<file path="src/rtl/seg7_pkg.sv">
`default_nettype none
// ============================================================================
//  Module   : seg7_pkg
//  Brief    : Shared constants for the 7-segment scan driver: hex-to-segment
//             table (active-low gfedcba), blank pattern, digit-enable helpers.
//  Revision : 1.0  initial release
// ============================================================================
package seg7_pkg;

  // Largest number of digits the driver supports.
  localparam int MAX_DIGITS = 8;

  // All segments off (segments are active-low).
  localparam logic [6:0] SEG_BLANK = 7'h7F;

  // All digit enables off (enables are active-low); slice to the digit count.
  localparam logic [MAX_DIGITS-1:0] EN_ALL_OFF = '1;

  // Hex digit 0..F to active-low {g,f,e,d,c,b,a}.
  localparam logic [6:0] HEX_SEG [16] = '{
    7'h40, 7'h79, 7'h24, 7'h30, 7'h19, 7'h12, 7'h02, 7'h78,
    7'h00, 7'h10, 7'h08, 7'h03, 7'h46, 7'h21, 7'h06, 7'h0E
  };

  // Table lookup for one nibble.
  function automatic logic [6:0] hex_to_seg(input logic [3:0] nib);
    return HEX_SEG[nib];
  endfunction

endpackage
`default_nettype wire

</file>
<file path="src/rtl/seg7_scan_driver_if.sv">
`default_nettype none
// ============================================================================
//  Module   : seg7_scan_driver_if
//  Brief    : Load port and display pins of the 7-segment scan driver.
//             master = the debug-tap side that loads words,
//             slave  = the scan driver itself.
//  Revision : 1.0  initial release
// ============================================================================
interface seg7_scan_driver_if #(
  parameter int NUM_DIGITS = 8
);

  logic [4*NUM_DIGITS-1:0] data_in;
  logic                    load;
  logic [6:0]              out7;
  logic [NUM_DIGITS-1:0]   en_out;
  logic                    frame_done;
  logic                    update_ack;

  modport master (
    output data_in,
    output load,
    input  out7,
    input  en_out,
    input  frame_done,
    input  update_ack
  );

  modport slave (
    input  data_in,
    input  load,
    output out7,
    output en_out,
    output frame_done,
    output update_ack
  );

endinterface
`default_nettype wire

</file>
<file path="src/rtl/seg7_hex_decode.sv">
`default_nettype none
// ============================================================================
//  Module   : seg7_hex_decode
//  Brief    : Combinational nibble to active-low 7-segment pattern decoder.
//  Revision : 1.0  initial release
// ============================================================================
module seg7_hex_decode
  import seg7_pkg::*;
(
  input  logic [3:0] nibble,
  output logic [6:0] seg
);

  // Pure table lookup; the output register sits in the top level.
  always_comb begin
    seg = hex_to_seg(nibble);
  end

endmodule
`default_nettype wire

</file>
<file path="src/rtl/seg7_scan_driver.sv">
`default_nettype none
// ============================================================================
//  Module   : seg7_scan_driver
//  Brief    : Time-multiplexed hex display driver. Scans NUM_DIGITS digits,
//             one REFRESH_DIV-clock slot each (first clock of a slot blanked
//             against ghosting). New words are applied only at frame wrap so
//             the display never tears. Optional leading-zero suppression.
//  Revision : 1.0  initial release
// ============================================================================
module seg7_scan_driver
  import seg7_pkg::*;
#(
  parameter int NUM_DIGITS  = 8,
  parameter int REFRESH_DIV = 100000,
  parameter int BLANK_LZ    = 1
) (
  input  logic              Clk,
  input  logic              Rst,
  seg7_scan_driver_if.slave bus
);

  localparam int PW = $clog2(REFRESH_DIV);
  localparam int DW = (NUM_DIGITS > 1) ? $clog2(NUM_DIGITS) : 1;
  localparam int WW = 4 * NUM_DIGITS;

  localparam logic [PW-1:0]         c_p_last = PW'(REFRESH_DIV - 1);
  localparam logic [DW-1:0]         c_d_last = DW'(NUM_DIGITS - 1);
  localparam logic [NUM_DIGITS-1:0] c_en_off = EN_ALL_OFF[NUM_DIGITS-1:0];

  // Scan position
  logic [PW-1:0]         r_p;
  logic [DW-1:0]         r_d;

  // Word buffers
  logic [WW-1:0]         r_shown;
  logic [WW-1:0]         r_pending;
  logic                  r_pend_valid;

  // Registered pins
  logic [6:0]            r_out7;
  logic [NUM_DIGITS-1:0] r_en_out;
  logic                  r_frame_done;
  logic                  r_update_ack;

  // Combinational helpers
  logic                  w_p_last;
  logic                  w_d_last;
  logic                  w_wrap;
  logic [DW+1:0]         w_nib_base;
  logic [3:0]            w_nib;
  logic [6:0]            w_seg;
  logic                  w_lz_blank;
  logic                  w_blank;
  logic [NUM_DIGITS-1:0] w_en_digit;

  assign w_p_last = (r_p == c_p_last);
  assign w_d_last = (r_d == c_d_last);
  // The one edge that ends a frame: last clock of the last digit slot.
  assign w_wrap   = w_p_last && w_d_last;

  // Bit offset of the current digit's nibble inside the shown word.
  assign w_nib_base = {r_d, 2'b00};
  assign w_nib      = r_shown[w_nib_base +: 4];

  seg7_hex_decode u_hex_decode (
    .nibble (w_nib),
    .seg    (w_seg)
  );

  // Only the current digit's enable goes low.
  assign w_en_digit = ~(NUM_DIGITS'(1) << r_d);

  // Leading-zero suppression: blank digit d>0 when it and every higher
  // nibble are zero; digit 0 always shows so a zero word reads "0".
  if (BLANK_LZ != 0) begin : g_lz
    logic [WW-1:0] w_upper;
    assign w_upper    = r_shown >> w_nib_base;
    assign w_lz_blank = (r_d != '0) && (w_upper == '0);
  end else begin : g_no_lz
    assign w_lz_blank = 1'b0;
  end

  // Slot clock 0 is the anti-ghosting gap between digits.
  assign w_blank = (r_p == '0) || w_lz_blank;

  // Prescaler and digit index: advance digit at the end of each slot.
  always_ff @(posedge Clk) begin
    if (!Rst) begin
      r_p <= '0;
      r_d <= '0;
    end else if (w_p_last) begin
      r_p <= '0;
      r_d <= w_d_last ? '0 : r_d + 1'b1;
    end else begin
      r_p <= r_p + 1'b1;
    end
  end

  // Load into pending any time; promote pending to shown only at frame wrap.
  // A load on the wrap edge lands in pending after the old word is applied.
  always_ff @(posedge Clk) begin
    if (!Rst) begin
      r_shown      <= '0;
      r_pending    <= '0;
      r_pend_valid <= 1'b0;
    end else begin
      if (w_wrap && r_pend_valid) begin
        r_shown      <= r_pending;
        r_pend_valid <= 1'b0;
      end
      if (bus.load) begin
        r_pending    <= bus.data_in;
        r_pend_valid <= 1'b1;
      end
    end
  end

  // One-clock status pulses aligned with the wrap edge.
  always_ff @(posedge Clk) begin
    if (!Rst) begin
      r_frame_done <= 1'b0;
      r_update_ack <= 1'b0;
    end else begin
      r_frame_done <= w_wrap;
      r_update_ack <= w_wrap && r_pend_valid;
    end
  end

  // Registered pin decode of the current scan state, glitch-free on the board.
  always_ff @(posedge Clk) begin
    if (!Rst) begin
      r_out7   <= SEG_BLANK;
      r_en_out <= c_en_off;
    end else if (w_blank) begin
      r_out7   <= SEG_BLANK;
      r_en_out <= c_en_off;
    end else begin
      r_out7   <= w_seg;
      r_en_out <= w_en_digit;
    end
  end

  assign bus.out7       = r_out7;
  assign bus.en_out     = r_en_out;
  assign bus.frame_done = r_frame_done;
  assign bus.update_ack = r_update_ack;

endmodule
`default_nettype wire

</file>
<file path="src/flat_wrapper.sv">
// flat-port wrapper written by rule: the top's interface ports become plain ports
module seg7_scan_driver_flat import seg7_pkg::*;
#(
  parameter int NUM_DIGITS  = 8,
  parameter int REFRESH_DIV = 100000,
  parameter int BLANK_LZ    = 1
)
  (Clk, Rst, bus_data_in, bus_load, bus_out7, bus_en_out, bus_frame_done, bus_update_ack);
  seg7_scan_driver_if #(.NUM_DIGITS(NUM_DIGITS)) bus_i ();
  input  logic Clk;
  input  logic Rst;
  input wire logic [$bits(bus_i.data_in)-1:0] bus_data_in;
  input wire logic [$bits(bus_i.load)-1:0] bus_load;
  output wire logic [$bits(bus_i.out7)-1:0] bus_out7;
  output wire logic [$bits(bus_i.en_out)-1:0] bus_en_out;
  output wire logic [$bits(bus_i.frame_done)-1:0] bus_frame_done;
  output wire logic [$bits(bus_i.update_ack)-1:0] bus_update_ack;
  assign bus_i.data_in = bus_data_in;
  assign bus_i.load = bus_load;
  assign bus_out7 = bus_i.out7;
  assign bus_en_out = bus_i.en_out;
  assign bus_frame_done = bus_i.frame_done;
  assign bus_update_ack = bus_i.update_ack;
  seg7_scan_driver #(.NUM_DIGITS(NUM_DIGITS), .REFRESH_DIV(REFRESH_DIV), .BLANK_LZ(BLANK_LZ)) u_core (.Clk(Clk), .Rst(Rst), .bus(bus_i));
endmodule
</file>
<file path="config.mk">
export PLATFORM = sky130hd
export DESIGN_NAME = seg7_scan_driver_flat
export DESIGN_NICKNAME = d
export VERILOG_FILES = /design/src/rtl/seg7_pkg.sv /design/src/rtl/seg7_scan_driver_if.sv /design/src/rtl/seg7_hex_decode.sv /design/src/rtl/seg7_scan_driver.sv /design/src/flat_wrapper.sv
export SDC_FILE = /design/constraint.sdc
export NUM_CORES = 1
export LEC_CHECK = 0
export ABC_AREA = 1
export CAP_MARGIN = 10
export CELL_PAD_IN_SITES_DETAIL_PLACEMENT = 1
export CELL_PAD_IN_SITES_GLOBAL_PLACEMENT = 1
export CORE_MARGIN = 2
export CORE_UTILIZATION = 30
export DETAILED_ROUTE_END_ITERATION = 6
export PLACE_DENSITY_LB_ADDON = 0.1
export SYNTH_ARGS = -nofsm -noshare
export SYNTH_HDL_FRONTEND = slang
export SYNTH_HIERARCHICAL = 1
export SYNTH_SLANG_ARGS = --single-unit
</file>
<file path="constraint.sdc">
create_clock -name Clk -period 5.4 [get_ports Clk]
set_clock_uncertainty 0.05 [all_clocks]
set_input_delay 1.08 -clock Clk [delete_from_list [all_inputs] [get_ports Clk]]
set_output_delay 1.08 -clock Clk [all_outputs]
set_load 0.1 [all_outputs]
</file>
; ---- After elaboration in Yosys (flattened, before gate mapping)
; Memories as Yosys holds them, arrays and structs flattened. A register that Yosys moved wholly into a read port is not among the register bits.
; Index checks and enable logic that the tools add are counted.
[classes]
addsub = 2
eq_ne = 2
shifts = 3
mux = 3
bitwise_logic = 3
n_reduce_logical = 10
[ops]
columns = operator, n
row1 = $logic_not 32->1, 1
row2 = $shiftx 32x6->4, 1
row3 = $shr 32x5->32, 1
row4 = $add 17x1->17 const B, 1
row5 = $eq 17x17->1 const B, 1
row6 = $logic_not 17->1, 1
row7 = $not 8->8, 1
row8 = $shl 1x3->8 const A, 1
row9 = $not 4->5, 1
row10 = $reduce_or 2->1, 2
row11 = $add 3x1->3 const B, 1
row12 = $eq 3x3->1 const B, 1
row13 = $logic_and 1x1->1, 3
row14 = $mux 3, 1
row15 = $reduce_bool 3->1, 1
row16 = $mux 1, 2
row17 = $reduce_bool 2->1, 1
row18 = $logic_or 1x1->1, 1
row19 = $not 1->1, 1
[totals]
register_bits = 95
rom_bits = 112
input_bits = 35
out_inout_bits = 17
elab_cells = 32
n_memories = 1
[mem_list]
columns = memory, depth, word_bits, read_ports, rd_ports_with_merged_regs, wr, line_no
row1 = (name not given), 16, 7, 1, 1, 0, seg7_pkg.sv:27  ; return HEX_SEG[nib];

; ---- Depth between registers and ports, before layout
; Gate-level depths: netlist of the first run.
[logic_depth]
depth_word = 5
ltp_mapped = 17
depth_no_buf = 15

; ---- By module
; The synthesis of the first run kept the hierarchy.
[modules_own_cells]
columns = mod, n_inst, cells_per_inst, area_per_inst_um2, seq_area_each_um2
row1 = seg7_scan_driver, 1, 659, 4501.8, 2042.0
row2 = seg7_hex_decode, 1, 53, 285.3, 0.0

; ---- Worst setup path before layout of the first run
; Ideal clock, no wire load.
[synth_timing]
path_type = register -> output
from = register u_core.r_en_out[0], in the netlist u_core/bus.en_out[0]
to = output port bus_en_out[0]
arrival_ps = 909
t_required_ps = 4270
setup_slack_ps = 3361
path_stages_with_launch = 1
path_buffers = 0
path_cell_list = dfxtp_1
[synth_lines]
columns = item, line_no
row1 = start: declaration, seg7_scan_driver.sv:41  ; logic [NUM_DIGITS-1:0] r_en_out;
row2 = start signal: assignment, seg7_scan_driver.sv:133  ; r_en_out <= c_en_off;
row3 = start signal: assignment, seg7_scan_driver.sv:136  ; r_en_out <= c_en_off;
row4 = start signal: assignment, seg7_scan_driver.sv:139  ; r_en_out <= w_en_digit;
row5 = end: declaration, flat_wrapper.sv:15  ; output wire logic [$bits(bus_i.en_out)-1:0] bus_en_out;
; No word-level cell between the ends.

; ---- Worst setup path after layout of the first run
[layout_timing]
from = register u_core.r_d[0]
to = register u_core.r_out7[3], in the netlist u_core/bus.out7[3]
[layout_via]
elab_chain_len = 5
elab_cells_between_ends = 8
classes_between = shift: 2 / bitwise: 1 / reduce/logical: 5
[layout_lines]
columns = item, line_no
row1 = start: declaration, seg7_scan_driver.sv:32  ; logic [DW-1:0] r_d;
row2 = start signal: assignment, seg7_scan_driver.sv:93  ; r_d <= w_d_last ? '0 : r_d + 1'b1;
row3 = $shr 32x5->32, seg7_scan_driver.sv:77  ; assign w_upper = r_shown >> w_nib_base;
row4 = named net u_core.g_lz.w_upper[0], seg7_scan_driver.sv:76  ; logic [WW-1:0] w_upper;
row5 = $logic_not 32->1, seg7_scan_driver.sv:78  ; assign w_lz_blank = (r_d != '0) && (w_upper == '0);
row6 = $logic_and 1x1->1, seg7_scan_driver.sv:78
row7 = $logic_or 1x1->1, seg7_scan_driver.sv:84  ; assign w_blank = (r_p == '0) || w_lz_blank;
row8 = $reduce_or 2->1 (no line), -
row9 = end: declaration, seg7_scan_driver.sv:40  ; logic [6:0] r_out7;
; The timed path passes the listed nets, and every way through them passes these cells.
; A chain may end at the register's enable or synchronous reset.

==> results.cfg, run 1 <==
[timing]
period_share_pct = 60.8
hold_slack_ns = 0.431
setup_viol = 0
tightest_slew_ns = 1.10
layout_min_cycle_time_ns = 3.28
hold_viol = 0
maxSlewViolCount = 0
fmax_ghz = 0.305
rsz0062_at_grt = no
slew_headroom_pct = 26.3
tns_ns = 0

[die]
initial_utilization_pct = 30.5
num_rows = 46
placeableCoreArea_sq_um = 15700
ios = 52
die_h_um = 130
dieArea_sq_um = 17000
die_x_um = 130

[critical_path]
critPathCaptureType = flip-flop
crit_chain = inv_2, nand2_1, nand2_1, nand2_1, nand3_1, nand2_1, inv_1, ha_1, nand2_1, nand3_1, nand2_1, inv_1, nand3_1
cp_common_cell = nand2_1
path_buf_inv = 3
crit_family = flip-flops
crit_type = flip-flop to flip-flop
arrival_ns = 3.42
required_ns = 5.54
crit_fanout = 30
crit_path_start_kind = flip-flop
max_stage_delay_ns = 1.05
cp_slowest_cell = dfxtp_1

[placed_design]
dp.cells = 948
gp_congestion = 0.783
portBuffers = 51
place_area_sq_um = 5420
detailed_place_hpwl_mm = 8.73

[logic_synthesis]
synth_cells = 712
ys_types = 29
syn_nets = 762
synth.avg_cell_area_sq_um = 6.72
synth_compound_area_share_pct = 9.78
synth_edf_count = 0
synth.most_common_cell = nor2_1
synth-main-ff-cell = dfxtp_1
ys_seq_area_share_pct = 42.7
yosys.area.top_type = dfxtp_1
yosys-top-cells-area = dfxtp_1 43%, nor2_1 13%, nand2_1 11%
synthMuxAreaShare_pct = 0
synth_common_cells = 165 x nor2_1, 140 x nand2_1, 102 x dfxtp_1
synth-async-reset-ratio_pct = 0
synth_top_area_share_pct = 42.7
synth_top_family_by_area = simple AND/OR/NAND/NOR gates
synthAdderAreaFrac_pct = 3.92
synth-xor-area-share_pct = 0.549
ys_warn_count = 6
synth-seq-cells = 102
synth_simple_gate_area_share_pct = 34.1
syn_area_sq_um = 4790

[clock_tree]
cts_made_buffers = 9
cts_htree_levels = 3
cts-resized-gates = 0
root_buffer = clkbuf_16
clockBufferDepth = 2
hold_buffers = 0
clkLatencyLatePin_ns = 0.35
clock-sinks = 102
cts_setup_buffers = 0
cts_tree = built
path_clk_slew_ns = 0.06

[outcome]
status = complete, no violations

[route]
drt_iter0_drc = 179
drc = 0
antenna_left = 0
wl_per_cell_um = 12.7
vias_per_cell = 4.58
routed-via-count = 4408
firstDrtPassIters = 4
finalWirelength_mm = 12.3

[global_routing]
antenna_found_initial = 0
grt_max_degree = 69
grt_overflow = 0
grt_usage_pct = 15.6
grt_pass1_vias = 4563
grt_pass1_wl_mm = 21.3

[pwr]
power_mw = 1.58
powerDensity_nw_per_um2 = 276
leakage_nw = 2.53
ir_drop_uv = 132

[layout]
num-fill-cells = 1972
final_area_sq_um = 5730
nets = 793
multiInputGateArea_sq_um = 2310
drive_above_1_share_pct = 3.75
final_cell_count_no_fill = 963
diodes = 0
area_growth_pct = 19.7
seq_area_sq_um = 2040

[min_path]
hp-class = flip-flop to flip-flop

[run]
maxCapViolations = 0
## final cells by class
cell class / count / area share, %
multi-input cells: 506 / 40.4
flip-flops and latches: 102 / 35.6
repair buffers: 54 / 9.30
well taps: 216 / 4.72
inverters: 70 / 4.59
clock buffers: 11 / 4.41
clock inverters: 4 / 0.961
## tightest hold or removal path, stage by stage, from the launching register on
cell	delay [ns]
dfxtp_1	0.32
nor2_1	0.05
nor2_1	0.08
## through the flow
stage | setup WS (ns) | util (%)
after floorplan | 3.36 | -
after global placement | 1.93 | 34.5
after detailed placement | 1.81 | 34.5
after CTS | 2.09 | 36.5
after global routing | 1.71 | 36.5
final | 2.12 | 36.5
## registers in the layout, indices dropped and copies added (netlist names)
signal / cells
u_core/r_shown: 32
u_core/r_d: 3
u_core/bus.out7: 7
u_core/r_pend_valid: 1
u_core/bus.en_out: 8
u_core/bus.update_ack: 1
u_core/bus.frame_done: 1
u_core/r_pending: 32
u_core/r_p: 17
## kinds of logic (layout without fill, tap and decap cells)
family,count (synthesis),after routing
buf+inv,104,139
fa+ha+maj,15,15
flops,102,102
compound gates,92,92
simple gates,396,396
xor+xnor,3,3
## path summary, 6_finish.rpt
check / start / to / slack, ns / depth (start not counted)
max: u_core/r_d[0] / u_core/bus.out7[3] / 2.12 / 13
min: u_core/r_pending[14] / u_core/r_shown[14] / 0.43 / 2
min reg2reg: u_core/r_pending[14] / u_core/r_shown[14] / 0.43 / 2
max reg2reg: u_core/r_d[0] / u_core/bus.out7[3] / 2.12 / 13
## power by group
group | internal (mW) | switching, mW
sequential | 0.776 | 0.0118
clock | 0.385 | 0.282
combinational | 0.0456 | 0.0813
## cell usage in the layout (no fill, tap or decap), types with 3 or more instances in the layout
cell             netlist  final
nand2_1              140    140
clkbuf_16              0      9
o21ai_1                3      3
nor3b_1                3      3
nor3_1                10     10
nand3_1               64     64
ha_1                  15     15
nand4_1                5      5
inv_1                 65     65
xor2_1                 3      3
nor2_1               165    165
a21oi_1               12     12
nor4_1                 3      3
inv_2                  3      3
dfxtp_1              102    102
o21ai_0               74     74
clkdlybuf4s50_1        0     51
buf_4                  1      3
## routing by layer
layer / GRT usage (%) / wire length [um]
met4: 6.64 / 271
met3: 2.67 / 283
met2: 26.6 / 5720
met1: 19.5 / 5980
met5: 0 / 0
(Power assumes the default switching activity.)
==> run 2, diff against run 1 <==
==> constraint.sdc (replaced) <==
create_clock -name Clk -period 3.4 [get_ports Clk]
set_clock_uncertainty 0.05 [all_clocks]
set_input_delay 0.68 -clock Clk [delete_from_list [all_inputs] [get_ports Clk]]
set_output_delay 0.68 -clock Clk [all_outputs]
set_load 0.1 [all_outputs]
==> results.cfg, run 2 (synthesized netlist as in run 1, its figures left out) <==
[placed_design]
place_area_sq_um = 5440
portBuffers = 51
detailed_place_hpwl_mm = 9.49
gp_congestion = 0.783
dp_slack_ns = 0.836

[timing]
tightest_slew_ns = 1.13
fmax_ghz = 0.397
hold_slack_ns = 0.432
hold_viol = 0
setup_viol = 0
layout_min_cycle_time_ns = 2.52
setup_ws_ns = 0.878
rsz0062_at_grt = no
slew_headroom_pct = 24.3
maxSlewViolCount = 0
period_share_pct = 74.2
tns_ns = 0

[global_routing]
grt_max_degree = 51
antenna_found_initial = 0
grt_usage_pct = 16.7
grt_overflow = 0
grt_pass1_vias = 4648
grt_pass1_wl_mm = 22.5

[pwr]
swShare_pct = 24.7
power_frac_seq_pct = 50.2
powerDensity_nw_per_um2 = 435
power_switching_mw = 0.616
clkPwrFrac_pct = 41.6
p_int_mw = 1.88
p_comb_share_pct = 8.1
ir_drop_uv = 219
leakage_nw = 2.57

[critical_path]
cp_slowest_cell = dfxtp_1
cp_common_cell = nand3_1
crit_type = flip-flop to flip-flop
critPathCaptureType = flip-flop
required_ns = 3.57
crit_chain = buf_4, clkinv_1, buf_4, nand3_1, nand3_1, nand2_1, inv_1, ha_1, inv_1, nand2_1, nand3_1, nand2_1, inv_1, nand3_1
path_buf_inv = 6
max_stage_delay_ns = 0.31
crit_family = buffers and inverters
crit_path_start_kind = flip-flop
crit_fanout = 14
arrival_ns = 2.69

[clock_tree]
clockBufferDepth = 2
root_buffer = clkbuf_16
cts_made_buffers = 9
path_clk_slew_ns = 0.07
clkLatencyLatePin_ns = 0.35
hold_buffers = 0
cts_tree = built
clock-sinks = 102
cts-resized-gates = 0
cts_setup_buffers = 0
cts_htree_levels = 3

[layout]
diodes = 0
final_area_sq_um = 5740
area_growth_pct = 19.9
drive_above_1_share_pct = 6.62
top_regs = u_core/r_pending x32, u_core/r_shown x32, u_core/r_p x17
final_cell_mix = 165 x nor2_1, 140 x nand2_1, 102 x dfxtp_1
final_common_cell = nor2_1
nets = 800

[die]
placeableCoreArea_sq_um = 15700
die_x_um = 130
ios = 52
dieArea_sq_um = 17000
die_h_um = 130
initial_utilization_pct = 30.5
num_rows = 46

[route]
routed-via-count = 4542
antenna_left = 0
firstDrtPassIters = 5
drt_iter0_drc = 158
drc = 0
vias_per_cell = 4.68
finalWirelength_mm = 13.0
wl_per_cell_um = 13.4

[outcome]
status = complete, no violations

[min_path]
hp-class = flip-flop to flip-flop

[run]
maxCapViolations = 0
-- run 2: changes by cell type in the layout (fill, tap and decap cells not counted) --
cell,change
clkbuf_8,-2
buf_4,+21
clkinv_4,+1
clkinv_2,+2
clkdlybuf4s50_1,-14
-- run 2: final timing paths --
path	from	endpoint	slack, ns	cells past startpoint
worst min register to register	u_core/r_pending[16]	u_core/r_shown[16]	0.43	2
worst min-delay path	u_core/r_pending[16]	u_core/r_shown[16]	0.43	2
worst max-delay path	u_core/r_d[1]	u_core/bus.out7[0]	0.88	14
worst max register to register	u_core/r_d[1]	u_core/bus.out7[0]	0.88	14
-- run 2: worst reg2reg max path, stage by stage (launching register included) --
cell,delay [ns]
dfxtp_1,0.31
buf_4,0.20
clkinv_1,0.23
buf_4,0.26
nand3_1,0.12
nand3_1,0.08
nand2_1,0.29
inv_1,0.18
ha_1,0.23
inv_1,0.10
nand2_1,0.06
nand3_1,0.07
nand2_1,0.06
inv_1,0.07
nand3_1,0.08
-- run 2: final cells by class --
class	instances	area, sq um
fill	2015	9970
clock inverter	7	73.8
inverter	70	263
timing repair buffer	61	551
sequential	102	2040
clock buffer	9	225
multi-input combinational	506	2310
tap	216	270
-- run 2: through the flow --
step | std cells | total power, mW | utilization, %
after floorplan | 712 | 1.40 | -
after global placement | 955 | 1.48 | 34.6
after detailed placement | 955 | 1.49 | 34.6
after CTS | 971 | 2.54 | 36.5
after global routing | 971 | 2.61 | 36.5
final | 971 | 2.49 | 36.5
-- run 2: layer usage --
layer / track usage, % / up-vias / share of wire [%]
li1: - / 2327 / -
met1: 21.1 / 2158 / 47
met2: 28.9 / 44 / 49
met3: 3.44 / 13 / 2.6
met4: 4.62 / 0 / 1.2
met5: 0 / - / 0
-- run 2: power by group through the flow --
stage	combinational, mW	sequential [mW]	clock (mW)
floorplan	0.0647	1.34	0
detailed placement	0.206	1.28	0
finish	0.203	1.25	1.04
global route	0.223	1.26	1.13
CTS	0.207	1.25	1.08
global placement	0.202	1.28	0
==> run 3, diff against run 2 <==
==> constraint.sdc (replaced) <==
create_clock -name Clk -period 2.1 [get_ports Clk]
set_clock_uncertainty 0.05 [all_clocks]
set_input_delay 0.42 -clock Clk [delete_from_list [all_inputs] [get_ports Clk]]
set_output_delay 0.42 -clock Clk [all_outputs]
set_load 0.1 [all_outputs]
==> results.cfg, run 3 (synthesized netlist as in run 1, its figures left out) <==
[layout]
top_regs = u_core/r_pending x32, u_core/r_shown x32, u_core/r_p x17
drive_above_1_share_pct = 9.72
final_common_cell = nor2_1
seq_area_sq_um = 2050
nets = 817
num-fill-cells = 2001
final_cell_mix = 165 x nor2_1, 138 x nand2_1, 101 x dfxtp_1
diodes = 0
multiInputGateArea_sq_um = 2320
area_growth_pct = 24.8

[placed_design]
detailed_place_hpwl_mm = 9.07
portBuffers = 51
dp_slack_ns = 0.0773
gp_congestion = 0.796

[critical_path]
reg2reg_to = u_core/bus.out7[3]
required_ns = 2.28
reg2reg_from = u_core/r_d[1]
critPathCaptureType = flip-flop
crit_fanout = 6
crit_type = flip-flop to flip-flop
crit_path_start_kind = flip-flop
arrival_ns = 2.06
reg2reg_slack_ns = 0.22
ff2ff_path_depth = 12

[global_routing]
grt_overflow = 0
grt_pass1_wl_mm = 21.6
antenna_found_initial = 0
grt_pass1_vias = 4761
grt_max_degree = 36
grt_usage_pct = 15.7

[timing]
layout_min_cycle_time_ns = 1.88
slew_headroom_pct = 76.4
fmax_ghz = 0.532
period_share_pct = 89.5
hold_viol = 0
maxSlewViolCount = 0
hold_slack_ns = 0.432
setup_viol = 0
tns_ns = 0
setup_ws_ns = 0.221
tightest_slew_ns = 0.350
rsz0062_at_grt = no

[clock_tree]
hold_buffers = 0
cts_made_buffers = 9
cts_tree = built
path_clk_slew_ns = 0.07
cts_setup_buffers = 0
clockBufferDepth = 2
clock-sinks = 102
clkLatencyLatePin_ns = 0.35
root_buffer = clkbuf_16
cts_htree_levels = 3

[pwr]
ir_drop_uv = 360
leakage_nw = 2.70
powerDensity_nw_per_um2 = 677

[min_path]
worstHoldPathCells = 2
hp-class = flip-flop to flip-flop
hp-start = u_core/r_pend_valid
whs_endpoint = u_core/r_pend_valid

[outcome]
status = complete, no violations

[route]
drc = 0
finalWirelength_mm = 12.4
firstDrtPassIters = 6
routed-via-count = 4519
antenna_left = 0
vias_per_cell = 4.57
drt_iter0_drc = 152
wl_per_cell_um = 12.6

[die]
die_x_um = 130
ios = 52
num_rows = 46
die_h_um = 130
placeableCoreArea_sq_um = 15700
dieArea_sq_um = 17000
initial_utilization_pct = 30.5

[run]
maxCapViolations = 0
[run 3: how the worst max path moves through the flow]
stage | startpoint | to | slack, ns
after global routing | u_core/r_d[1] | u_core/bus.out7[3] | 0.02
after global placement | u_core/r_d[0] | u_core/bus.out7[3] | 0.13
final | u_core/r_d[1] | u_core/bus.out7[3] | 0.22
after detailed placement | u_core/r_d[0] | u_core/bus.out7[3] | 0.08
after floorplan | u_core/r_d[0] | u_core/bus.out7[3] | 0.16
after CTS | u_core/r_d[0] | u_core/bus.out7[3] | 0.06
[run 3: cell type report]
cell class	instances	share of cell area [%]
multi-input combinational	506	38.9
sequential	102	34.2
timing repair buffer	78	12.8
tap	216	4.52
inverter	70	4.44
clock buffer	10	4.00
clock inverter	6	1.03
[run 3: metal layers]
| layer | vias to the layer above | track usage (%) | part of all wire, % |
|---|---|---|---|
| li1 | 2352 | - | - |
| met5 | - | 0 | 0 |
| met2 | 44 | 28.0 | 48 |
| met3 | 10 | 3.24 | 2.5 |
| met1 | 2113 | 19.2 | 48 |
| met4 | 0 | 4.55 | 1.1 |
[run 3: where the power goes]
| group | switching [mW] | internal (mW) | total (mW) |
|---|---|---|---|
| Sequential | 0.0292 | 1.99 | 2.02 |
| Clock | 0.730 | 0.952 | 1.68 |
| Combinational | 0.208 | 0.127 | 0.335 |
[run 3: timing repair]
action / in CTS / in global routing
endpoints found under the setup margin: 0 / 38
endpoints found under the hold margin: 0 / 0
gates resized for setup: 0 / 10
[run 3: critical path: stages, from the launching register on]
cell      delay, ns
dfxtp_1        0.34
clkinv_1       0.12
buf_4          0.19
nand3_1        0.11
nand3_1        0.10
nand2_2        0.13
inv_1          0.11
ha_1           0.31
nand2_1        0.05
nand3_1        0.08
nand2_1        0.05
inv_1          0.05
nand3_1        0.06
[run 3: metrics by stage]
stage / cells / cell area, sq um / power (mW) / util, %
3_5_place_dp: 971 / 5630 / 2.41 / 35.8
2_1_floorplan: 712 / 4790 / 2.27 / -
6_report: 988 / 5970 / 4.04 / 38.0
4_1_cts: 987 / 5930 / 4.12 / 37.7
5_1_grt: 988 / 5970 / 4.23 / 38.0
3_3_place_gp: 971 / 5630 / 2.40 / 35.8
